[src/rtl/fetch_pkg.sv]
// Shared Fetch-stage definitions: 2-bit branch counter encodings and the
// address slicing helpers used by the branch target buffer.
package fetch_pkg;

  localparam logic [1:0] CTR_SNT   = 2'd0;
  localparam logic [1:0] CTR_WNT   = 2'd1;
  localparam logic [1:0] CTR_WT    = 2'd2;
  localparam logic [1:0] CTR_ST    = 2'd3;
  localparam logic [1:0] CTR_ALLOC = CTR_WT;

  localparam int ADDR_W  = 32;
  localparam int ALIGN_W = 2;

  // Tag covers every address bit above the index and the word-offset bits.
  function automatic int tagWidth(input int idxW);
    return ADDR_W - idxW - ALIGN_W;
  endfunction

endpackage

[src/rtl/sat_counter2.sv]
// Next-state logic for a 2-bit saturating taken/not-taken counter.
module sat_counter2
  import fetch_pkg::*;
(
  input  logic [1:0] ctr,
  input  logic       taken,
  output logic [1:0] ctr_next
);

  always_comb begin
    ctr_next = ctr;
    if (taken) begin
      if (ctr != CTR_ST) ctr_next = ctr + 2'd1;
    end else begin
      if (ctr != CTR_SNT) ctr_next = ctr - 2'd1;
    end
  end

endmodule

[src/rtl/branch_predictor.sv]
// Direct-mapped BTB with 2-bit counters: zero-latency lookup for Fetch,
// trained by resolved-branch updates from EX.
module branch_predictor
  import fetch_pkg::*;
#(
  parameter int ENTRIES = 16,
  parameter int IDX_W   = 4
) (
  input  logic        Clk,
  input  logic        Rst,
  input  logic [31:0] InstrAddr,
  output logic [31:0] Predict,
  output logic        PCSource,
  input  logic        UpdEn,
  input  logic [31:0] UpdPC,
  input  logic        UpdTaken,
  input  logic [31:0] UpdTarget,
  output logic        PredHit
);

  localparam int TAG_W = tagWidth(IDX_W);

  logic             r_valid  [ENTRIES];
  logic [TAG_W-1:0] r_tag    [ENTRIES];
  logic [31:0]      r_target [ENTRIES];
  logic [1:0]       r_ctr    [ENTRIES];

  logic [IDX_W-1:0] w_lookIdx;
  logic [TAG_W-1:0] w_lookTag;
  logic [IDX_W-1:0] w_updIdx;
  logic [TAG_W-1:0] w_updTag;
  logic             w_updHit;
  logic [1:0]       w_ctrNext;
  logic             w_unused;

  assign w_lookIdx = InstrAddr[IDX_W+1:ALIGN_W];
  assign w_lookTag = InstrAddr[ADDR_W-1:IDX_W+ALIGN_W];
  assign w_updIdx  = UpdPC[IDX_W+1:ALIGN_W];
  assign w_updTag  = UpdPC[ADDR_W-1:IDX_W+ALIGN_W];
  assign w_unused  = ^{InstrAddr[1:0], UpdPC[1:0]};

  // Reads come straight from registered state, so a same-cycle update is not bypassed.
  assign PredHit  = ~Rst & r_valid[w_lookIdx] & (r_tag[w_lookIdx] == w_lookTag);
  assign PCSource = PredHit & r_ctr[w_lookIdx][1];
  assign Predict  = PCSource ? r_target[w_lookIdx] : 32'b0;

  assign w_updHit = r_valid[w_updIdx] & (r_tag[w_updIdx] == w_updTag);

  sat_counter2 u_satCounter (
    .ctr      (r_ctr[w_updIdx]),
    .taken    (UpdTaken),
    .ctr_next (w_ctrNext)
  );

  always_ff @(posedge Clk or posedge Rst) begin
    if (Rst) begin
      for (int i = 0; i < ENTRIES; i++) begin
        r_valid[i]  <= 1'b0;
        r_tag[i]    <= '0;
        r_target[i] <= '0;
        r_ctr[i]    <= CTR_SNT;
      end
    end else if (UpdEn) begin
      if (w_updHit) begin
        r_ctr[w_updIdx] <= w_ctrNext;
        if (UpdTaken) r_target[w_updIdx] <= UpdTarget;
      end else if (UpdTaken) begin
        // Taken miss replaces whatever alias occupies the slot.
        r_valid[w_updIdx]  <= 1'b1;
        r_tag[w_updIdx]    <= w_updTag;
        r_target[w_updIdx] <= UpdTarget;
        r_ctr[w_updIdx]    <= CTR_ALLOC;
      end
    end
  end

endmodule

[config.mk]
export PLATFORM = sky130hd
export DESIGN_NAME = branch_predictor
export DESIGN_NICKNAME = d
export VERILOG_FILES = /design/src/rtl/fetch_pkg.sv /design/src/rtl/sat_counter2.sv /design/src/rtl/branch_predictor.sv
export SDC_FILE = /design/constraint.sdc
export NUM_CORES = 2
export LEC_CHECK = 0
export CAP_MARGIN = 20
export CORE_MARGIN = 1.5
export CORE_UTILIZATION = 50
export CTS_CLUSTER_DIAMETER = 30
export DETAILED_ROUTE_END_ITERATION = 8
export PLACE_DENSITY = 0.67
export SLEW_MARGIN = 10
export SYNTH_ARGS = -nofsm -noshare
export SYNTH_HDL_FRONTEND = slang
export SYNTH_SLANG_ARGS = --single-unit
[constraint.sdc]
create_clock -name Clk -period 53.5 [get_ports Clk]
set_input_delay 13.375 -clock Clk [delete_from_list [all_inputs] [get_ports Clk]]
set_output_delay 13.375 -clock Clk [all_outputs]
set_load 0.05 [all_outputs]
==> results.yml <==
run_status:
  status: "finished clean"
sta:
  skew_ps: 70.9
  setup_tns_ps: 0
  slew_viol_final: 0
  hold_slack_ps: 470
  finalSetupViolations: 0
  slew_headroom: 0.290
  hold_viol_final: 0
  period_needed_ps: 32770
  worstMarginPinSlew_ps: 1060
  rsz0062_at_grt: "false"
  max_freq_mhz: 30.5
  fin_crit_sh: 0.613
yosys:
  netlist_area_um2: 49100
  synth_warnings: 0
  avgSynthCellArea_um2: 14.4
  synth_top_area_cell: "dfrtp_1"
  synth_cell_type_count: 64
  synthTopCellsByArea: "dfrtp_1, mux4_2, mux2_2, mux2_1, nand2_1"
  synth-seq-cells: 976
  synth-edff-count: 0
  syn_inst: 3416
  synth_nets: 3516
  synth_top_area_frac: 0.497
  synth-async-reset-ratio: 1.00
  seq_area_frac_synth: 0.497
  synth-main-ff-cell: "dfrtp_1"
cts:
  path_clk_slew_ps: 50
  cts_buffer_depth: 3
  cts_tree: "done"
  htree_levels: 4
  cts_setup_buffers: 0
  postCtsHoldBufs: 0
  cts-root-buf: "clkbuf_16"
  cts.sinks: 976
  clk_latency_ps: 800
  numCtsBuffers: 206
  post_cts_resized: 0
floorplan:
  die_w_um: 316
  die_h_um: 316
  start_util: 0.506
  num_rows: 114
  coreArea_um2: 97000
  die_area_um2: 100000
  ios: 134
power_and_ir_drop:
  p_leak_nw: 26.0
  irDropWorstVdd_v: 0.0000322
  p_per_area_nw_per_um2: 46.9
  power_mw: 2.77
finish:
  syn2layout_area_growth_pct: 20.3
  fin_nets: 3618
  finish.instance_area_um2: 59100
  drive_gt1_frac: 0.416
  fin_cells: 4979
global_route:
  first_global_vias: 34100
  grt_use_total: 0.292
  grt_pass1_wl_um: 217000
  antenna_found_initial: 12
  grt_max_degree: 85
  grt_overflow: 0
detailed_routing:
  wl_met1_um: 56500
  vias: 31700
  drc: 0
  via_per_inst: 6.37
  postRouteAntennaNets: 0
  wl_um: 143000
  wl_met2_um: 69100
  route.met3.wl_um: 11300
  drt-pass1-iter-count: 5
  top_layer: "met5"
  wire_per_inst_um: 28.7
  drtIter0Drc: 2990
critical_path:
  crit_type: "input port to primary output"
  worst-path-max-fanout: 79
  crit_path_start_kind: "input port"
  rrSetupSlack_ps: 48440
  cp.arrival_ps: 19400
  critPathCaptureType: "primary output"
  crit_required_ps: 40120
place:
  dp.cells: 4583
  dp_hpwl_um: 81000
  io_buffer_count: 129
  gp_congestion: 0.865
  place_area_um2: 51200
hold_path:
  hp-class: "flop to flop"
run:
  cap_violations: 0
cell usage after synthesis (7+ instances only):
cell        n
nand3_1    15
a31oi_1    13
nand2b_1   29
nand2_1   421
buf_4      10
buf_1      39
inv_1      18
xnor2_1    25
nor3_1     14
and4_1      8
o31a_1      7
mux2_1    171
nand2_2     8
buf_6      27
dfrtp_1   976
o21ai_1     7
nor2b_1    43
nand2_8     9
mux2i_1    77
mux4_2    392
a21oi_1    10
nor2_1     60
a22oi_1    14
mux2_2    646
clkbuf_1  182
nand4_1     8
o22ai_1    15
nor4_1     12
xor2_1     17
buf_2      44
o21ai_0    18
flip-flops by register name (all words and copies together) (netlist names):
| register | count |
|---|---|
| r_target | 512 |
| r_tag | 416 |
| r_valid | 16 |
| r_ctr | 32 |
layout make-up:
cell class,count,area (um2)
fill,7064,37900
inverter,20,82.6
tap,1276,1600
sequential,976,24400
timing repair buffer,197,1840
multi-input combinational,2117,23300
antenna,7,17.5
clock buffer,252,5710
clock inverter,134,2100
layer usage:
| metal | global-route usage | up-vias |
|---|---|---|
| met5 | 0 | - |
| met4 | 0.130 | 10 |
| met3 | 0.0662 | 391 |
| met2 | 0.466 | 1451 |
| met1 | 0.385 | 16900 |
| li1 | - | 13000 |
kinds of logic (layout without fill, tap and decap cells):
group           after synthesis  after routing  synth area share
compound gates              136            136            0.0196
xor+xnor                     42             42           0.00749
fa+ha+maj                     1              1          0.000204
buf+inv                     323            603            0.0309
flops                       976            976             0.497
mux                        1286           1286             0.383
other cells                   0              7                 0
simple gates                652            652            0.0615
worst max-delay path, stage by stage:
cell	delay (ps)
buf_8	660
buf_4	870
mux4_2	610
mux4_2	580
xnor2_1	310
nand4_1	340
nor3_1	260
nand4_1	240
nand2b_2	710
nor2b_1	360
clkdlybuf4s50_1	840
path summary, 6_finish.rpt:
path | from | to | depth (start not counted)
max | InstrAddr[2] | Predict[22] | 11
min | r_target[379] | r_target[379] | 2
max reg2reg | r_tag[145] | r_tag[2] | 11
min reg2reg | r_target[379] | r_target[379] | 2
max in group asynchronous | Rst | r_target[338] | 5
min in group asynchronous | Rst | r_tag[119] | 2
stage by stage:
| step | util | worst slack [ps] |
|---|---|---|
| 6_report | 0.609 | 20730 |
| 5_1_grt | 0.609 | 20420 |
| 3_5_place_dp | 0.528 | 20690 |
| 2_1_floorplan | - | 4560 |
| 3_3_place_gp | 0.528 | 20800 |
| 4_1_cts | 0.608 | 20690 |
power breakdown:
| group | total [mW] | switching (mW) | leakage [nW] | internal [mW] |
|---|---|---|---|---|
| logic | 0.385 | 0.158 | 9.76 | 0.227 |
| clock network | 1.41 | 0.439 | 3.79 | 0.972 |
| registers | 0.976 | 0.0933 | 12.5 | 0.882 |
| total | 2.77 | 0.690 | 26.0 | 2.08 |
placed cells by master, fill, tap and decap left out, types with 44 or more instances in the layout:
cell / synthesis / final
dfrtp_1: 976 / 976
mux2_2: 646 / 646
nand2_1: 421 / 418
mux4_2: 392 / 392
clkbuf_16: 0 / 207
mux2_1: 171 / 171
clkdlybuf4s50_1: 0 / 121
mux2i_1: 77 / 77
buf_4: 10 / 67
nor2_1: 60 / 44
bufinv_16: 0 / 44
Note: power is estimated with default switching activity, not from simulation.
